[src/rtl/line_clear_engine_pkg.sv]
// -----------------------------------------------------------------------------
// lineclear_pkg
// Shared types and constants for the line-clear engine:
//   - lc_state_t  : engine FSM states (IDLE, SCAN, FINISH)
//   - PTS_*       : points awarded for 0..4 cleared lines and the step above 4
//   - COMBO_MAX   : saturation value of the combo counter
//   - line_points : points(n) for n lines cleared in one evaluation
// -----------------------------------------------------------------------------
package lineclear_pkg;

  typedef enum logic [1:0] {
    IDLE   = 2'd0,
    SCAN   = 2'd1,
    FINISH = 2'd2
  } lc_state_t;

  localparam logic [31:0] PTS_0    = 32'd0;
  localparam logic [31:0] PTS_1    = 32'd1;
  localparam logic [31:0] PTS_2    = 32'd3;
  localparam logic [31:0] PTS_3    = 32'd5;
  localparam logic [31:0] PTS_4    = 32'd8;
  localparam logic [31:0] PTS_STEP = 32'd2;

  localparam logic [3:0]  COMBO_MAX = 4'd15;

  // Points for n lines: fixed table up to 3, then 8 plus 2 per extra line.
  function automatic logic [31:0] line_points(input logic [31:0] n);
    logic [31:0] pts;
    case (n)
      32'd0:   pts = PTS_0;
      32'd1:   pts = PTS_1;
      32'd2:   pts = PTS_2;
      32'd3:   pts = PTS_3;
      default: pts = PTS_4 + PTS_STEP * (n - 32'd4);
    endcase
    return pts;
  endfunction

endpackage

[src/rtl/line_clear_engine_row_shift.sv]
// -----------------------------------------------------------------------------
// row_shift
// Combinational removal of one row from the board. Row 0 is the top.
// Rows 1..row_i take rows 0..row_i-1, row 0 becomes empty, and rows below
// row_i pass through unchanged.
// Ports:
//   board_i : input board, 1 = occupied cell
//   row_i   : index of the row to remove
//   board_o : board with row_i removed and the rows above shifted down
// -----------------------------------------------------------------------------
module row_shift #(
  parameter  int ROWS = 20,
  parameter  int COLS = 10,
  localparam int RW   = (ROWS > 1) ? $clog2(ROWS) : 1
) (
  input  logic [ROWS-1:0][COLS-1:0] board_i,
  input  logic [RW-1:0]             row_i,
  output logic [ROWS-1:0][COLS-1:0] board_o
);

  // Shift every row at or above the removed row down by one; the top row
  // always receives an empty row.
  always_comb begin
    board_o = '0;
    for (int r = 1; r < ROWS; r++) begin
      if (row_i >= RW'(r)) begin
        board_o[r] = board_i[r-1];
      end else begin
        board_o[r] = board_i[r];
      end
    end
  end

endmodule

[src/rtl/line_clear_engine.sv]
// -----------------------------------------------------------------------------
// line_clear_engine
// On a start pulse the engine latches a board, scans it bottom-up one row per
// cycle, removes every full row (rechecking the same index after a shift so
// cascaded full rows are caught), then reports the number of cleared lines
// and updates saturating score / total-lines accumulators.
//
// Optional feature macro: LINECLEAR_COMBO_EN
//   defined   : combo counts consecutive clearing evaluations (saturating at
//               15) and its pre-increment value is added as a score bonus.
//   undefined : combo stays 0 and no bonus is added.
//
// Ports:
//   clk_i           : clock, rising edge
//   rst_ni          : asynchronous active-low reset
//   start_i         : begin an evaluation (accepted only in IDLE)
//   clear_score_i   : synchronous clear of score, total lines and combo
//   board_i         : board to evaluate, row 0 is the top
//   board_o         : working / cleared board
//   busy_o          : high while scanning or finishing
//   done_o          : one-cycle pulse marking the end of an evaluation
//   lines_cleared_o : rows removed by the last evaluation
//   score_o         : running score, saturating
//   total_lines_o   : running count of cleared lines, saturating
//   combo_o         : consecutive clearing evaluations
// -----------------------------------------------------------------------------
module line_clear_engine
  import lineclear_pkg::*;
#(
  parameter  int ROWS    = 20,
  parameter  int COLS    = 10,
  parameter  int SCORE_W = 16,
  parameter  int LINES_W = 16,
  localparam int CNT_W   = $clog2(ROWS + 1)
) (
  input  logic                      clk_i,
  input  logic                      rst_ni,
  input  logic                      start_i,
  input  logic                      clear_score_i,
  input  logic [ROWS-1:0][COLS-1:0] board_i,
  output logic [ROWS-1:0][COLS-1:0] board_o,
  output logic                      busy_o,
  output logic                      done_o,
  output logic [CNT_W-1:0]          lines_cleared_o,
  output logic [SCORE_W-1:0]        score_o,
  output logic [LINES_W-1:0]        total_lines_o,
  output logic [3:0]                combo_o
);

  localparam int RW    = (ROWS > 1) ? $clog2(ROWS) : 1;
  localparam int SUM_W = SCORE_W + 1;
  localparam int TOT_W = LINES_W + 1;
  localparam logic [RW-1:0] ROW_LAST = RW'(ROWS - 1);

  lc_state_t state_q, state_d;

  logic [ROWS-1:0][COLS-1:0] board_q, board_d, shifted_s;
  logic [RW-1:0]             row_q, row_d;
  logic [CNT_W-1:0]          count_q, count_d;
  logic [CNT_W-1:0]          lines_q, lines_d;
  logic [SCORE_W-1:0]        score_q, score_d, score_sat_s;
  logic [LINES_W-1:0]        total_q, total_d, total_sat_s;
  logic [3:0]                combo_q, combo_d, combo_next_s;
  logic                      busy_q, busy_d, done_q, done_d;
  logic                      row_full_s;

  logic [SUM_W-1:0]          pts_s, bonus_s, score_sum_s;
  logic [TOT_W-1:0]          total_sum_s;

  row_shift #(
    .ROWS (ROWS),
    .COLS (COLS)
  ) u_row_shift (
    .board_i (board_q),
    .row_i   (row_q),
    .board_o (shifted_s)
  );

  assign row_full_s = &board_q[row_q];

  // FSM state register.
  always_ff @(posedge clk_i or negedge rst_ni) begin
    if (!rst_ni) begin
      state_q <= IDLE;
    end else begin
      state_q <= state_d;
    end
  end

  // FSM next-state logic; a full row keeps the scan on the same index.
  always_comb begin
    state_d = state_q;
    case (state_q)
      IDLE: begin
        if (start_i) begin
          state_d = SCAN;
        end else begin
          state_d = IDLE;
        end
      end
      SCAN: begin
        if (!row_full_s && (row_q == '0)) begin
          state_d = FINISH;
        end else begin
          state_d = SCAN;
        end
      end
      FINISH:  state_d = IDLE;
      default: state_d = IDLE;
    endcase
  end

  // FSM outputs, decoded from the next state so they are registered.
  always_comb begin
    busy_d = 1'b0;
    done_d = 1'b0;
    case (state_d)
      IDLE:    begin busy_d = 1'b0; done_d = 1'b0; end
      SCAN:    begin busy_d = 1'b1; done_d = 1'b0; end
      FINISH:  begin busy_d = 1'b1; done_d = 1'b1; end
      default: begin busy_d = 1'b0; done_d = 1'b0; end
    endcase
  end

`ifdef LINECLEAR_COMBO_EN
  // Combo bonus uses the value before this evaluation increments it.
  always_comb begin
    bonus_s      = '0;
    combo_next_s = 4'd0;
    if (count_q != '0) begin
      bonus_s = SUM_W'(combo_q);
      if (combo_q == COMBO_MAX) begin
        combo_next_s = combo_q;
      end else begin
        combo_next_s = combo_q + 4'd1;
      end
    end else begin
      bonus_s      = '0;
      combo_next_s = 4'd0;
    end
  end
`else
  // Combo disabled: no bonus and the counter stays at zero.
  always_comb begin
    bonus_s      = '0;
    combo_next_s = 4'd0;
  end
`endif

  // Accumulator sums one bit wider than the register; the carry selects
  // saturation.
  always_comb begin
    pts_s       = SUM_W'(line_points(32'(count_q)));
    score_sum_s = {1'b0, score_q} + pts_s + bonus_s;
    total_sum_s = {1'b0, total_q} + TOT_W'(count_q);
    if (score_sum_s[SCORE_W]) begin
      score_sat_s = '1;
    end else begin
      score_sat_s = score_sum_s[SCORE_W-1:0];
    end
    if (total_sum_s[LINES_W]) begin
      total_sat_s = '1;
    end else begin
      total_sat_s = total_sum_s[LINES_W-1:0];
    end
  end

  // Datapath next-state: board load, row scan, result and accumulator update.
  always_comb begin
    board_d = board_q;
    row_d   = row_q;
    count_d = count_q;
    lines_d = lines_q;
    score_d = score_q;
    total_d = total_q;
    combo_d = combo_q;
    case (state_q)
      IDLE: begin
        if (start_i) begin
          board_d = board_i;
          row_d   = ROW_LAST;
          count_d = '0;
        end else begin
          board_d = board_q;
        end
      end
      SCAN: begin
        if (row_full_s) begin
          board_d = shifted_s;
          count_d = count_q + CNT_W'(1);
        end else if (row_q != '0) begin
          row_d = row_q - RW'(1);
        end else begin
          row_d = row_q;
        end
      end
      FINISH: begin
        lines_d = count_q;
        score_d = score_sat_s;
        total_d = total_sat_s;
        combo_d = combo_next_s;
      end
      default: begin
        board_d = board_q;
      end
    endcase
    // A clear overrides any accumulator update in the same cycle.
    if (clear_score_i) begin
      score_d = '0;
      total_d = '0;
      combo_d = 4'd0;
    end else begin
      score_d = score_d;
    end
  end

  // Datapath and output registers.
  always_ff @(posedge clk_i or negedge rst_ni) begin
    if (!rst_ni) begin
      board_q <= '0;
      row_q   <= ROW_LAST;
      count_q <= '0;
      lines_q <= '0;
      score_q <= '0;
      total_q <= '0;
      combo_q <= 4'd0;
      busy_q  <= 1'b0;
      done_q  <= 1'b0;
    end else begin
      board_q <= board_d;
      row_q   <= row_d;
      count_q <= count_d;
      lines_q <= lines_d;
      score_q <= score_d;
      total_q <= total_d;
      combo_q <= combo_d;
      busy_q  <= busy_d;
      done_q  <= done_d;
    end
  end

  assign board_o         = board_q;
  assign busy_o          = busy_q;
  assign done_o          = done_q;
  assign lines_cleared_o = lines_q;
  assign score_o         = score_q;
  assign total_lines_o   = total_q;
  assign combo_o         = combo_q;

endmodule

[config.mk]
export PLATFORM = sky130hd
export DESIGN_NAME = line_clear_engine
export DESIGN_NICKNAME = d
export VERILOG_FILES = /design/src/rtl/line_clear_engine_pkg.sv /design/src/rtl/line_clear_engine_row_shift.sv /design/src/rtl/line_clear_engine.sv
export SDC_FILE = /design/constraint.sdc
export NUM_CORES = 1
export LEC_CHECK = 0
export BUFFER_PORTS_ARGS = -buffer_cell sky130_fd_sc_hd__buf_2
export CAP_MARGIN = 20
export CORE_UTILIZATION = 35
export DETAILED_ROUTE_END_ITERATION = 10
export GPL_ROUTABILITY_DRIVEN = 0
export PLACE_DENSITY = 0.59
export REMOVE_ABC_BUFFERS = 1
export SYNTH_ARGS = -nofsm -noshare
export SYNTH_HDL_FRONTEND = slang
export SYNTH_SLANG_ARGS = --single-unit
[constraint.sdc]
create_clock -name clk_i -period 3.7 [get_ports clk_i]
set_input_delay 0.185 -clock clk_i [delete_from_list [all_inputs] [get_ports clk_i]]
set_output_delay 0.185 -clock clk_i [all_outputs]
set_load 0.02 [all_outputs]
# == Word-level counts from Yosys, hierarchy flattened ==
# Cells that the tools add are included.
# op_classes
n_reduce_logical,31
n_eq_ne,30
n_mux,45
add_sub_neg,6
magnitude_cmp,20
# op_table
operator,count
2-to-1 mux 200 bit,2
one-hot mux 200 bit (2 select lines),1
2-to-1 mux 10 bit,20
2-to-1 mux 16 bit,6
AND reduction 4 bit,20
one-hot mux 17 bit (4 select lines),1
binary-select mux 10 bit (select 5 bit),1
>= comparator 5 x 4 -> 1 bit (second input constant),8
!= test 2 x 1 -> 1 bit (second input constant),19
2-to-1 mux 5 bit,5
>= comparator 5 x 3 -> 1 bit (second input constant),4
>= comparator 5 bit (second input constant),4
one-hot mux 5 bit (2 select lines),2
adder 16 x 17 -> 17 bit,1
adder 16 x 5 -> 17 bit,1
== test 5 x 2 -> 1 bit (second input constant),2
>= comparator 5 x 2 -> 1 bit (second input constant),2
zero test 5 bit,2
AND reduction 10 bit,1
adder 5 x 7 -> 8 bit (first input constant),1
2-to-1 mux 4 bit,2
!= test 2 bit (second input constant),4
less-than comparator 5 x 6 -> 1 bit (second input constant),1
subtractor 5 x 3 -> 6 bit (second input constant),1
other kinds (16),21
# totals
out_inout_bits,243
regBits,255
in_bits,204
word_cells,161

# == Logic depth before layout (Yosys ltp) ==
# depth
word_depth,10
depth_mapped,17
ltp_nobuf,16

# == Hierarchy ==
# A second synthesis with hierarchy kept.
# hier_totals
hier_cells,2069
hier_area_um2,17394.2
# modules_own_cells
mod,cells_each,seq_area_each_um2,area_per_inst_um2,n_inst
line_clear_engine,1833,6284.8,14875.5,1
row_shift,236,0.0,2518.7,1

# == Worst setup path before layout ==
# No wires, ideal clock.
# synth_path
path_kind,flip-flop to flip-flop
startpoint,reg count_q[0]
endpoint,"reg score_q[12], in the netlist score_o[12]"
n_path_buf,1
path_stages_with_launch,17
required_time_ns,3.601
arrival_ns,3.489
path_slack_ns,0.112
path_cell_list,dfrtp_1 inv_1 ha_1 o41a_1 o21ai_0 inv_1 fa_1 nor2b_1 o21ai_0 a21oi_1 o21ai_0 or2_2 buf_1 o32a_1 a21oi_1 nor2_1 a311oi_1
# synth_via
elab_chain_len,7
elab_cells_between_ends,11
# synth_rtl
element,line_no,source
from (decl),line_clear_engine.sv:59,"logic [CNT_W-1:0] count_q, count_d;"
from (signal assigned),line_clear_engine.sv:232,count_q <= count_d;
subtractor 5 x 3 -> 6 bit,line_clear_engine_pkg.sv:34,default: pts = PTS_4 + PTS_STEP * (n - 32'd4);
adder 5 x 7 -> 8 bit,line_clear_engine_pkg.sv:34,
one-hot mux 17 bit (4 select lines) *,line_clear_engine_pkg.sv:29,case (n)
adder 16 x 17 -> 17 bit *,line_clear_engine.sv:154,"score_sum_s = {1'b0, score_q} + pts_s + bonus_s;"
2-to-1 mux 16 bit *,line_clear_engine.sv:156,if (score_sum_s[SCORE_W]) begin
2-to-1 mux 16 bit *,line_clear_engine.sv:177,case (state_q)
2-to-1 mux 16 bit *,line_clear_engine.sv:208,if (clear_score_i) begin
to (signal assigned),line_clear_engine.sv:234,score_q <= score_d;
to (decl),line_clear_engine.sv:61,"logic [SCORE_W-1:0] score_q, score_d, score_sat_s;"
# Mark *: on every way between the ends. The rest lies on a longest branch, timed or not. The select of a mux whose other input is x is not followed.
# A chain may end at the register's enable or synchronous reset.

# == Final worst setup path ==
# layout_path
startpoint,reg row_q[0]
endpoint,"reg board_q, in the netlist board_o[165]"
# layout_via
elab_chain_len,5
elab_cells_between_ends,7
# layout_rtl
element,line_no,source
from (decl),line_clear_engine.sv:58,"logic [RW-1:0] row_q, row_d;"
from (signal assigned),line_clear_engine.sv:231,row_q <= row_d;
binary-select mux 10 bit (select 5 bit),line_clear_engine.sv:79,assign row_full_s = &board_q[row_q];
2-to-1 mux 10 bit (not written as such),line_clear_engine.sv:79,
AND reduction 10 bit,line_clear_engine.sv:79,
!= test 2 bit (no source line),-,
AND reduction 4 bit (no source line) *,-,
to (signal assigned),line_clear_engine.sv:230,board_q <= board_d;
to (decl),line_clear_engine.sv:57,"logic [ROWS-1:0][COLS-1:0] board_q, board_d, shifted_s;"
# Marked as above.

==> impl_metrics.toml <==
[critical_path]
critPathMaxStageDelay_ns = 0.68
end_kind = "register"
crit_path_max_fanout = 33
crit_slowest_cell = "dfstp_4"
crit_buf_inv = 2
worst_setup_path_start_kind = "register"
path_class = "register to register"
reg2reg_to = "board_o[165]"
rr_worst_depth = 10
critPathArrivalTime_ns = 4.00
crit_required_ns = 4.11
rrSetupSlack_ns = 0.11
cp_top_family = "simple AND/OR/NAND/NOR gates"
crit_chain = "buf_12 > and2b_2 > a221oi_1 > nor4_1 > a21oi_1 > a221oi_4 > a31o_2 > buf_4 > and2_4 > mux2_4"
r2r_start = "row_q[0]"

[grt]
groute.usage.overall_pct = 26.9
grt_pass1_vias = 15600
gr-total-overflow = 0
grt_max_degree = 183
antenna_found_initial = 1
grt_pass1_wl_um = 95800

[final_layout]
area_growth_pct = 39.6
fin_area_um2 = 22100
fin_util_pct = 49.7
layout_common_cells = "nand2_1 (594), buf_2 (441), dfrtp_1 (247), dlygate4sd3_1 (186), mux2_4 (131)"
fin_nets = 2576
fin_cells = 2963
final_common_cell = "nand2_1"
layout-drive-gt1-share_pct = 33.4

[detailed_routing]
ant_nets = 0
route.detailed.drc = 0
drt-initial-drc-count = 1419
via_per_inst = 5.27
wl_per_cell_um = 21.4
wl_um = 63300
dr.pass1.iters = 5
vias = 15600

[placement]
port_buffers = 442
hpwlAfterDp_um = 44600
placed_area_um2 = 19100
placed_cells = 2711

[timing]
finalClockSkew_ns = 0.0241
worst_pin_slew_ns = 1.16
hold_viol = 0
rsz0062_at_grt = "true"
hold_ws_ns = 0.0303
setup_viol = 0
report.final.slew_viol_count = 0
fmax_ghz = 0.278
period_needed_ns = 3.59
max_slew_margin_pct = 22.5
fin_crit_sh_pct = 97.1

[clock_network]
htreeDepth = 2
cts_sinks = 251
clock_latency_ns = 0.55
cts_tree = "yes"
cts_root_buffer = "clkbuf_16"
cts_made_buffers = 34
clk_pin_slew_ns = 0.06
cts_buffer_depth = 3

[synth]
avgSynthCellArea_um2 = 9.30
synth_edf_count = 0
async_reset_ff_share_pct = 100
synth_flop_cell = "dfrtp_1"
syn_area_um2 = 15900
yosysWarnings = 0
yosysSeqAreaShare_pct = 39.6
ys_ff_latch = 251
syn-instance-count = 1706
ys_types = 86

[floorplanning]
fp.dieH_um = 215
rows = 77
fp.coreArea_um2 = 44500
initial_utilization_pct = 35.6
fp.dieW_um = 215
die-area_um2 = 46200
io_pins = 447

[run_status]
status = "complete, no violations"

[pwr]
p_leak_nw = 11.4
power.density_nw_per_um2 = 866
ir_drop_mv = 0.513

[run]
drv_cap = 0

[hold_path]
hold_start = "board_i[104]"
worstHoldPathCells = 4
hold_class = "primary input to register"
hold_end = "board_o[104]"
[cells in the mapped netlist, drive strengths merged (3+ instances only)]
cell type	number	area, um2
a2bb2oi	10	138
nand4	7	43.8
a221oi	7	85.1
o211ai	4	30.0
dfrtp	248	6210
clkbuf	62	233
nor2	79	302
nand2	596	2250
inv	25	93.8
nand2b	7	43.8
a21oi	69	447
a311oi	17	155
nor3b	4	30.0
buf	50	407
o221ai	6	52.6
a211o	3	26.3
or3	6	37.5
and3	4	30.0
o2bb2ai	4	35.0
and2	8	52.6
nor4	3	25.0
a21o	4	30.0
xnor2	6	52.6
dfstp	3	78.8
or2	4	25.0
nor2b	8	50.1
o21ai	51	255
a22oi	7	57.6
a31oi	13	81.3
nand3	23	115
a211oi	16	125
mux2i	51	510
o22ai	21	131
o21a	4	32.5
ha	25	313
xor2	5	43.8
nor3	17	90.1
mux4	9	203
mux2	192	2650
[timing repair]
item                       CTS  global route
resized for setup            5             8
hold endpoints to repair   275             0
setup endpoints to repair   79            26
buffers inserted             2             1
hold buffers               186             0
pin swaps                    0             5
[per-stage QoR]
step	total power, W	TNS, ns	setup slack [ns]
floorplan	0.0116	-994.67	-5.31
finish	0.0192	0	0.108
global placement	0.0155	-0.344	-0.0625
CTS	0.0192	0	0.00245
detailed placement	0.0156	-1.25	-0.139
global route	0.0202	-0.215	-0.0888
[metal layers]
layer	global-route usage, %	wire [um]	vias to the layer above
met2	44.0	30000	733
met1	35.3	26700	7631
met3	4.76	4520	125
li1	-	-	7140
met4	10.3	2110	0
met5	0	0	-
[flip-flops by register name, summed over array words and instances, names as in the netlist]
name / flops
done_o: 1
board_o: 200
lines_cleared_o: 5
state_q: 2
busy_o: 1
count_q: 5
row_q: 5
score_o: 16
total_lines_o: 16
[kinds of logic after synthesis]
family | after synthesis | synth area share [%]
flip-flops | 251 | 39.6
adder cells (fa/ha/maj) | 27 | 2.22
buffers and inverters | 137 | 4.62
XOR/XNOR | 11 | 0.607
AND/OR/NAND/NOR | 770 | 19.7
AO/OA/AOI/OAI | 257 | 12.0
other | 1 | 0.0236
multiplexers | 252 | 21.2
[worst max-delay path by stage]
stage	slack, ns	from	cells past startpoint	endpoint
floorplan	-5.31	state_q[1]	4	board_o[40]
global placement	-0.06	count_q[0]	15	score_o[12]
detailed placement	-0.14	count_q[0]	15	score_o[12]
CTS	0.002	count_q[0]	15	score_o[12]
global route	-0.09	count_q[0]	15	score_o[12]
finish	0.11	row_q[0]	10	board_o[165]
[worst register-to-register path: cells and delay by family (launching register included)]
| family | cells | cell delay [ns] |
|---|---|---|
| simple gates | 3 | 1.03 |
| mux | 1 | 0.35 |
| compound gates | 4 | 0.98 |
| buf+inv | 2 | 0.44 |
| flops | 1 | 0.68 |
[cell type report]
cell class / instances / area (um2)
diodes: 1 / 2.50
clock buffers: 48 / 1000
clock inverters: 13 / 123
fillers: 4169 / 22400
inverters: 25 / 93.8
multi-input cells: 1321 / 8930
flip-flops and latches: 251 / 6290
well taps: 592 / 741
repair buffers: 712 / 4950
[power breakdown]
| group | switching, W | internal (W) |
|---|---|---|
| registers | 0.00164 | 0.00387 |
| clock network | 0.00130 | 0.00203 |
| logic | 0.00598 | 0.00434 |
| total | 0.00893 | 0.0102 |
Power figures use the tool's default switching activity.
